**src/rtl/pc_fetch_stage.sv**
```systemverilog
// Program counter and fetch sequencer: owns the architectural PC, handshakes with decode,
// inserts a one-cycle bubble after every redirect and halts on a misaligned target.
module pc_fetch_stage #(
    parameter logic [31:0] RESET_VECTOR = 32'h0000_0000
) (
    input  logic        iClk,
    input  logic        iRst,
    input  logic        iReady,
    input  logic        iPCSrc,
    input  logic        iJalr,
    input  logic [31:0] iImmExt,
    input  logic [31:0] iRs1Data,
    output logic [31:0] oPC,
    output logic [31:0] oPCPlus4,
    output logic        oValid,
    output logic        oFault,
    output logic [31:0] oRetired
);

    typedef enum logic [1:0] {
        ST_RESET    = 2'd0,
        ST_RUN      = 2'd1,
        ST_REDIRECT = 2'd2,
        ST_HALT     = 2'd3
    } state_t;

    state_t      state_q, state_d;
    logic [31:0] pc_q, pc_d;
    logic        fault_q, fault_d;
    logic [31:0] retired_q, retired_d;

    logic        accept;
    logic        redirect;
    logic [31:0] seq_pc;
    logic [31:0] branch_pc;
    logic [31:0] jalr_pc;
    logic [31:0] target_pc;
    logic        target_misaligned;

    assign accept    = (state_q == ST_RUN) && iReady;
    assign redirect  = iJalr || iPCSrc;
    assign seq_pc    = pc_q + 32'd4;
    assign branch_pc = pc_q + iImmExt;
    // JALR clears bit 0 of the sum before the alignment check, so only bit 1 can fault there.
    assign jalr_pc   = (iRs1Data + iImmExt) & 32'hFFFF_FFFE;
    assign target_pc = iJalr ? jalr_pc : branch_pc;
    assign target_misaligned = (target_pc[1:0] != 2'b00);

    always_comb begin
        state_d   = state_q;
        pc_d      = pc_q;
        fault_d   = fault_q;
        retired_d = retired_q;
        case (state_q)
            ST_RESET: begin
                state_d = ST_RUN;
            end
            ST_RUN: begin
                if (accept) begin
                    // A faulting instruction still counts as retired.
                    retired_d = retired_q + 32'd1;
                    if (redirect) begin
                        if (target_misaligned) begin
                            fault_d = 1'b1;
                            state_d = ST_HALT;
                        end else begin
                            pc_d    = target_pc;
                            state_d = ST_REDIRECT;
                        end
                    end else begin
                        pc_d = seq_pc;
                    end
                end
            end
            // Bubble while synchronous instruction memory returns the target word.
            ST_REDIRECT: begin
                state_d = ST_RUN;
            end
            ST_HALT: begin
                state_d = ST_HALT;
            end
            default: begin
                state_d = ST_RESET;
            end
        endcase
    end

    always_ff @(posedge iClk or posedge iRst) begin
        if (iRst) begin
            state_q   <= ST_RESET;
            pc_q      <= RESET_VECTOR;
            fault_q   <= 1'b0;
            retired_q <= 32'd0;
        end else begin
            state_q   <= state_d;
            pc_q      <= pc_d;
            fault_q   <= fault_d;
            retired_q <= retired_d;
        end
    end

    assign oPC      = pc_q;
    assign oPCPlus4 = seq_pc;
    assign oValid   = (state_q == ST_RUN);
    assign oFault   = fault_q;
    assign oRetired = retired_q;

endmodule
```
**config.mk**
```make
export PLATFORM = sky130hd
export DESIGN_NAME = pc_fetch_stage
export DESIGN_NICKNAME = d
export VERILOG_FILES = /design/src/rtl/pc_fetch_stage.sv
export SDC_FILE = /design/constraint.sdc
export NUM_CORES = 1
export LEC_CHECK = 0
export CAP_MARGIN = 20
export CORE_ASPECT_RATIO = 2
export CORE_MARGIN = 3
export CORE_UTILIZATION = 24
export DETAILED_ROUTE_END_ITERATION = 6
export PLACE_DENSITY_LB_ADDON = 0.12
export REMOVE_ABC_BUFFERS = 1
export SLEW_MARGIN = 20
export SYNTH_ARGS = -nofsm -noshare
export SYNTH_HDL_FRONTEND = slang
export SYNTH_SLANG_ARGS = --single-unit
```
**constraint.sdc**
```tcl
create_clock -name iClk -period 6.2 [get_ports iClk]
set_clock_uncertainty 0.05 [all_clocks]
set_input_delay 1.55 -clock iClk [delete_from_list [all_inputs] [get_ports iClk]]
set_output_delay 1.55 -clock iClk [all_outputs]
set_load 0.01 [all_outputs]
```
# Yosys cells after proc, flatten, opt, wreduce, memory -nomap -nowiden
# Cells that the tools add are included.
# word_totals
regBits	67
in_bits	69
elab_cells	30
# classes
n_reduce_logical	9
muxes	7
n_addsub	4
n_eq_ne	6
# op_table
operator	count
$mux W32	3
$add A32 B32 Y32	2
$add A32 B1 Y32 const B	1
$add A32 B3 Y32 const B	1
$pmux W2 S3	1
$eq A2 B2 Y1 const B	2
$mux W2	2
$ne A2 B1 Y1 const B	2
$reduce_and A2 Y1	2
$reduce_and A4 Y1	1
$reduce_and A3 Y1	1
$eq A2 B1 Y1 const B	1
$logic_not A2 Y1	1
$ne A2 B2 Y1 const B	1
$reduce_bool A2 Y1	1
$reduce_or A2 Y1	1
$logic_and A1 B1 Y1	1
$logic_or A1 B1 Y1	1
$mux W1	1

# Longest topological paths before layout
# Gate-level depths: netlist (run 1).
# logic_depth
ltp_word	7
depth_mapped	12
mapped_depth_nobuf	11

# Worst setup path before layout (run 1)
# No wires, ideal clock.
# synth_path
path_kind	input to register
from	input iImmExt[0]
to	register pc_q[30], in the netlist oPC[30]
setup_ns	0.128
slack_ns	2.351
cell_stages	11
t_arrival_ns	3.671
path_buffers	0
cell_sequence	and2_1 -> fa_1 -> a21o_1 -> a221oi_2 -> a21bo_2 -> a21boi_2 -> o21ai_1 -> o21ai_1 -> o41ai_2 -> mux2i_1 -> nand3_1
# synth_between
elab_chain_len	5
# synth_lines
element	line_no	source
start, declared	11	input logic [31:0] iImmExt,
$add A32 B32 Y32 (on tied branches)	43, 45	
$mux W32 *	46	assign target_pc = iJalr ? jalr_pc : branch_pc;
$reduce_bool A2 Y1	47	assign target_misaligned = (target_pc[1:0] != 2'b00);
$ne A2 B2 Y1 (no line)	-	
$reduce_and A3 Y1 (no line)	-	
end signal, assigned	96	pc_q <= pc_d;
end, declared	28	logic [31:0] pc_q, pc_d;
# Mark *: on every way between the ends. The rest lies on a longest branch, timed or not. The select of a mux whose other input is x is not followed.
# A chain may end at the register's enable or synchronous reset.

# Worst setup path after layout (run 1)
# layout_path
from	register pc_q[2], in the netlist oPC[2]
to	output oPCPlus4[26]
# layout_between
elab_chain_len	1
# layout_lines
element	line_no	source
$add A32 B3 Y32	42	assign seq_pc = pc_q + 32'd4;
end, declared	14	output logic [31:0] oPCPlus4,
# Every way passes these cells.

==> flow_summary_export.csv, run 1 <==
group,metric,value,unit
status,status,"completed",
clock_network,cts.sinks,67,
power_and_ir_drop,power_density,372,mW/mm²
clock_network,cts_resized,0,
clock_network,clock_path_buffers,2,
worst_setup_path,cp-end-kind,"output pin",
floorplanning,io-pin-count,167,
yosys,syn-cell-area,0.00708,mm²
global_route,grt_pass1_wl,44900,µm
final_layout,fin_area,0.00938,mm²
worst_hold_path,hold_path_depth,1,
floorplanning,coreArea,0.0290,mm²
yosys,synthXorXnorAreaFrac,0.130,
global_route,grt_max_degree,46,
worst_setup_path,start_kind,"flip-flop",
sta,max_freq,194,MHz
final_layout,area_growth,32.5,%
power_and_ir_drop,ir_drop,0.177,mV
routing,avgViaCountPerCell,5.16,
global_route,grt.overflow.total,0,
yosys,ys_types,77,
yosys,async_reset_ff_frac,1.00,
routing,drt_pass1_iterations,5,
power_and_ir_drop,pwr-share-comb,0.606,
final_layout,layout-drive-gt1-share,0.0539,
yosys,synth-seq-cells,67,
power_and_ir_drop,swShare,0.467,
power_and_ir_drop,clkPwrFrac,0.161,
yosys,synth.avg_cell_area,8.06,µm²
worst_hold_path,hold_path_class,"flip-flop to flip-flop",
sta,hold_violations,0,
place,portBuffers,166,
sta,setup_tns,0,ns
global_route,antenna_found_initial,0,
power_and_ir_drop,intPower,1860,µW
clock_network,ctsHoldBuffers,0,
clock_network,clockRootBuffer,"clkbuf_16",
power_and_ir_drop,p_sw,1630,µW
floorplanning,start_util,0.245,
sta,relSlewSlack,0.428,
yosys,synth_top_family_by_area,"compound AO/OA/AOI/OAI gates",
floorplanning,die_w,127,µm
clock_network,cts_buffers,9,
yosys,yosysWarnings,0,
power_and_ir_drop,power.share.sequential,0.233,
sta,worst_slew_pin_slew,0.857,ns
worst_setup_path,crit_type,"flip-flop to output pin",
clock_network,clk_latency,0.36,ns
worst_setup_path,cp_max_fo,7,
sta,finalCriticalPeriod,5.16,ns
yosys,synthCells,879,
sta,drv_slew,0,
yosys,synthTopCellsByCount,"nand2_1, a21oi_1, nor2_1",
floorplanning,die_h,249,µm
yosys,yosysTopAreaCellShare,0.237,
power_and_ir_drop,finalPower,3490,µW
clock_network,htree_levels,3,
yosys,synth_top_flop_cell,"dfrtp_1",
final_layout,stdcell_count,1399,
place,hpwl,24500,µm
place,placed_cell_area,0.00907,mm²
final_layout,insertedDiodeCount,0,
worst_setup_path,critical_path_arrival,3.56,ns
routing,drc_errors,0,
routing,avgRoutedWirePerCell,21.2,µm
yosys,synthMuxAreaShare,0.0141,
clock_network,post-cts-setup-buffer-count,0,
final_layout,fin_nets,1168,
global_route,grtUsageTotal,0.187,
sta,final-setup-viol-count,0,
routing,postRouteAntennaNets,0,
sta,rsz0062_at_grt,"false",
routing,drt_iter0_drc,334,
yosys,synth_edf_count,0,
run,drv_cap,0,
worst_setup_path,reg2regPathDepth,10,
worst_setup_path,required,4.60,ns
routing,num_vias,7217,
yosys,synth_seq_area_share,0.237,
global_route,grt_pass1_vias,7624,
yosys,synth_most_common_cell,"nand2_1",
yosys,synth-compound-area-share,0.253,
yosys,yosysTopAreaCell,"dfrtp_1",
clock_network,cts_tree,"built",
floorplanning,die-area,0.0317,mm²
sta,period_share,0.833,
yosys,synth_simple_gate_area_frac,0.217,
place,dpl.cell_count,1383,
power_and_ir_drop,p_leak,0.00396,µW
place,place_congestion,0.913,
clock_network,path_clk_slew,0.06,ns
routing,wirelength,29700,µm
yosys,synthAdderAreaFrac,0.117,
sta,holdWs,0.414,ns
yosys,ys_top_cells_by_area,"dfrtp_1, ha_1, xnor2_1, xor2_1, a21oi_1",
floorplanning,row_count,88,
final_layout,fillers,3184,
cell type report:
type,instances,area (µm²),share of cell area
Multi-Input combinational cell,765,5180,0.552
Timing Repair Buffer,171,1690,0.181
Sequential cell,67,1680,0.179
Tap cell,360,450,0.0480
Clock buffer,9,225,0.0240
Clock inverter,7,83.8,0.00893
Inverter,20,76.3,0.00813
per-stage QoR:
stage               worst slack (ns)   util
floorplan                       2.09      -
global placement                1.23  0.313
detailed placement              1.21  0.313
CTS                            0.968  0.324
global route                   0.866  0.324
finish                          1.04  0.324
worst paths after layout:
check / from / endpoint / slack [ns]
max: oPC[2] / oPCPlus4[26] / 1.04
min: oRetired[31] / oRetired[31] / 0.41
max reg2reg: oPC[2] / oPC[26] / 2.81
min reg2reg: oRetired[31] / oRetired[31] / 0.41
max in group asynchronous: iRst / oPC[14] / 3.61
min in group asynchronous: iRst / oRetired[12] / 1.61
kinds of logic (layout without fill, tap and decap cells):
family,after synthesis,after routing
flip-flops,67,67
XOR/XNOR,105,105
multiplexers,10,10
adder cells (fa/ha/maj),65,65
AND/OR/NAND/NOR,316,316
buffers and inverters,47,207
AO/OA/AOI/OAI,269,269
metal layers:
layer  up-vias  wire length [µm]  GRT usage
li1       3541                 -          -
met3        55               929     0.0251
met1      3446             10000      0.178
met2       175             17200      0.373
met4         0              1540     0.0951
met5         -                 0          0
layout by cell type (no fill, tap or decap), types with 6 or more instances in the layout:
cell type / instances
a31oi_1: 13
xor2_1: 48
clkdlybuf4s50_1: 165
o21ai_0: 56
a211oi_1: 19
nor3_1: 16
dfrtp_1: 67
xnor2_1: 57
or3_1: 6
a21oi_1: 78
mux2i_1: 10
and3_1: 17
o21bai_1: 6
and2_1: 8
o211ai_1: 9
clkbuf_16: 9
nand2_1: 93
o21ai_1: 8
ha_1: 63
nor2_1: 78
nand3_1: 35
a21o_1: 25
nand2b_1: 8
nand4_1: 22
inv_1: 19
nor2b_1: 7
power groups by stage:
stage	clock network (µW)	logic, µW	registers [µW]
6_report	561	2110	813
5_1_grt	598	2310	838
4_1_cts	585	2130	820
3_5_place_dp	0	2120	825
3_3_place_gp	0	2120	828
2_1_floorplan	0	1210	764
sequential cells by signal, indices dropped and copies added (netlist names):
| register | count |
|---|---|
| oRetired | 32 |
| oPC | 32 |
| oFault | 1 |
| state_q | 2 |
worst max-delay path, cell delays in order (launching register included):
cell and delay (ns):
dfrtp_1 0.52, ha_1 0.34, nand2_1 0.19, nor3_4 0.40, nand3_1 0.43, nor2_1 0.31, nand4_1 0.14, xnor2_1 0.28
clkdlybuf4s50_1 0.59
No activity file was read; power rests on OpenSTA's default activity.
==> run 2: changes to the inputs <==
clock period = 4.4 ns   (was 6.2 ns; I/O delays follow)
==> flow_summary_export.csv, run 2 (synthesis gave the netlist of run 1 again) <==
group,metric,value,unit
worst_setup_path,cp-end-kind,"output pin",
sta,relSlewSlack,0.618,
worst_setup_path,crit_buf_inv,2,
routing,num_vias,7504,
worst_setup_path,crit_type,"flip-flop to output pin",
worst_hold_path,hold_path_class,"flip-flop to flip-flop",
sta,setup_tns,0,ns
global_route,grtUsageTotal,0.192,
worst_setup_path,crit_chain,"ha_2 > nand2_1 > nor3_4 > nand3_1 > buf_4 > nor2_1 > xor2_1 > clkdlybuf4s50_1",
routing,postRouteAntennaNets,0,
floorplanning,row_count,88,
power_and_ir_drop,p_leak,0.00419,µW
sta,period_share,0.954,
final_layout,layout-drive-gt1-share,0.0959,
worst_setup_path,timing.rr.start,"oPC[4]",
clock_network,cts.sinks,67,
power_and_ir_drop,finalPower,5050,µW
sta,drv_slew,0,
clock_network,clk_latency,0.37,ns
place,portBuffers,166,
worst_setup_path,rrSetupSlack,1.22,ns
worst_setup_path,cp_max_fo,7,
worst_setup_path,critical_path_arrival,3.05,ns
worst_setup_path,required,3.25,ns
global_route,grt_max_degree,68,
routing,avgRoutedWirePerCell,21.3,µm
floorplanning,coreArea,0.0290,mm²
global_route,grt.overflow.total,0,
power_and_ir_drop,power_density,518,mW/mm²
clock_network,ctsHoldBuffers,0,
floorplanning,io-pin-count,167,
clock_network,clock_path_buffers,2,
final_layout,layout_common_cells,"clkdlybuf4s50_1, nand2_1, a21oi_1",
floorplanning,die-area,0.0317,mm²
final_layout,area_growth,37.8,%
global_route,grt_pass1_wl,45800,µm
global_route,antenna_found_initial,1,
status,status,"completed",
sta,rsz0062_at_grt,"false",
worst_setup_path,slowest_delay,0.62,ns
floorplanning,die_w,127,µm
worst_setup_path,cp_top_family,"buffers and inverters",
worst_hold_path,min_from,"oRetired[31]",
final_layout,final_common_cell,"clkdlybuf4s50_1",
final_layout,fin_nets,1213,
place,hpwl,25500,µm
worst_setup_path,crit_end,"oPCPlus4[20]",
sta,worst_slew_pin_slew,0.571,ns
sta,hold_violations,0,
power_and_ir_drop,ir_drop,0.260,mV
run,drv_cap,0,
sta,final-setup-viol-count,0,
sta,holdWs,0.418,ns
place,place_congestion,0.853,
clock_network,cts_resized,0,
clock_network,post-cts-setup-buffer-count,0,
clock_network,htree_levels,3,
floorplanning,die_h,249,µm
routing,drc_errors,0,
routing,drt_iter0_drc,397,
worst_setup_path,slowest_stage,"clkdlybuf4s50_1",
worst_setup_path,startpoint,"oPC[2]",
clock_network,cts_buffers,9,
worst_setup_path,start_kind,"flip-flop",
routing,drt_pass1_iterations,7,
floorplanning,start_util,0.245,
routing,wirelength,30800,µm
worst_setup_path,timing.rr.end,"oPC[28]",
clock_network,path_clk_slew,0.06,ns
worst_setup_path,crit_cells,8,
sta,finalCriticalPeriod,4.20,ns
clock_network,cts_tree,"built",
sta,max_freq,238,MHz
routing,avgViaCountPerCell,5.19,
clock_network,clockRootBuffer,"clkbuf_16",
global_route,grt_pass1_vias,7797,
worst_setup_path,reg2regPathDepth,11,
==> run 2: worst min-delay path by stage <==
stage,to,slack [ns],cells after the start
after floorplan,state_q[1],0.44,1
after global placement,oRetired[31],0.41,1
after detailed placement,oRetired[31],0.42,1
after CTS,oRetired[31],0.43,1
after global routing,oRetired[31],0.45,1
final,oRetired[31],0.42,1
==> run 2: stage by stage <==
stage          cell area, µm²  worst slack [ns]  utilization  instances
2_1_floorplan            6930             0.739            -        852
3_3_place_gp             9440            0.0460        0.326       1428
3_5_place_dp             9440            0.0380        0.326       1428
4_1_cts                  9750            0.0124        0.337       1444
5_1_grt                  9760            0.0421        0.337       1445
6_report                 9760             0.202        0.337       1445
==> run 2: power breakdown <==
group          internal, µW  switching [µW]
clock network           449             344
logic                  1490            1690
registers               767             309
==> run 2: per-layer routing <==
metal,global-route usage,up-vias,wire length [µm]
met5,0,-,0
met3,0.0234,88,1050
met1,0.178,3548,10100
met2,0.378,236,17300
li1,-,3632,-
met4,0.125,0,2270
==> run 2: area by class of cell <==
class                      instances  area (µm²)
fill                            3112       19200
timing repair buffer             216        2060
multi-input combinational        765        5190
clock buffer                       9         225
tap                              360         450
inverter                          20        75.1
antenna                            1        2.50
clock inverter                     7        83.8
sequential                        67        1680
==> run 2: worst reg2reg max path: stages, from the launching register on <==
cell and delay, ns:
dfrtp_1 0.39, buf_4 0.18, ha_1 0.38, a2111oi_4 0.46, o21ai_2 0.16, a311oi_2 0.42
or3_1 0.19, nand3_1 0.15, or3_1 0.34, a21oi_1 0.18, a211o_1 0.12, a31oi_1 0.06
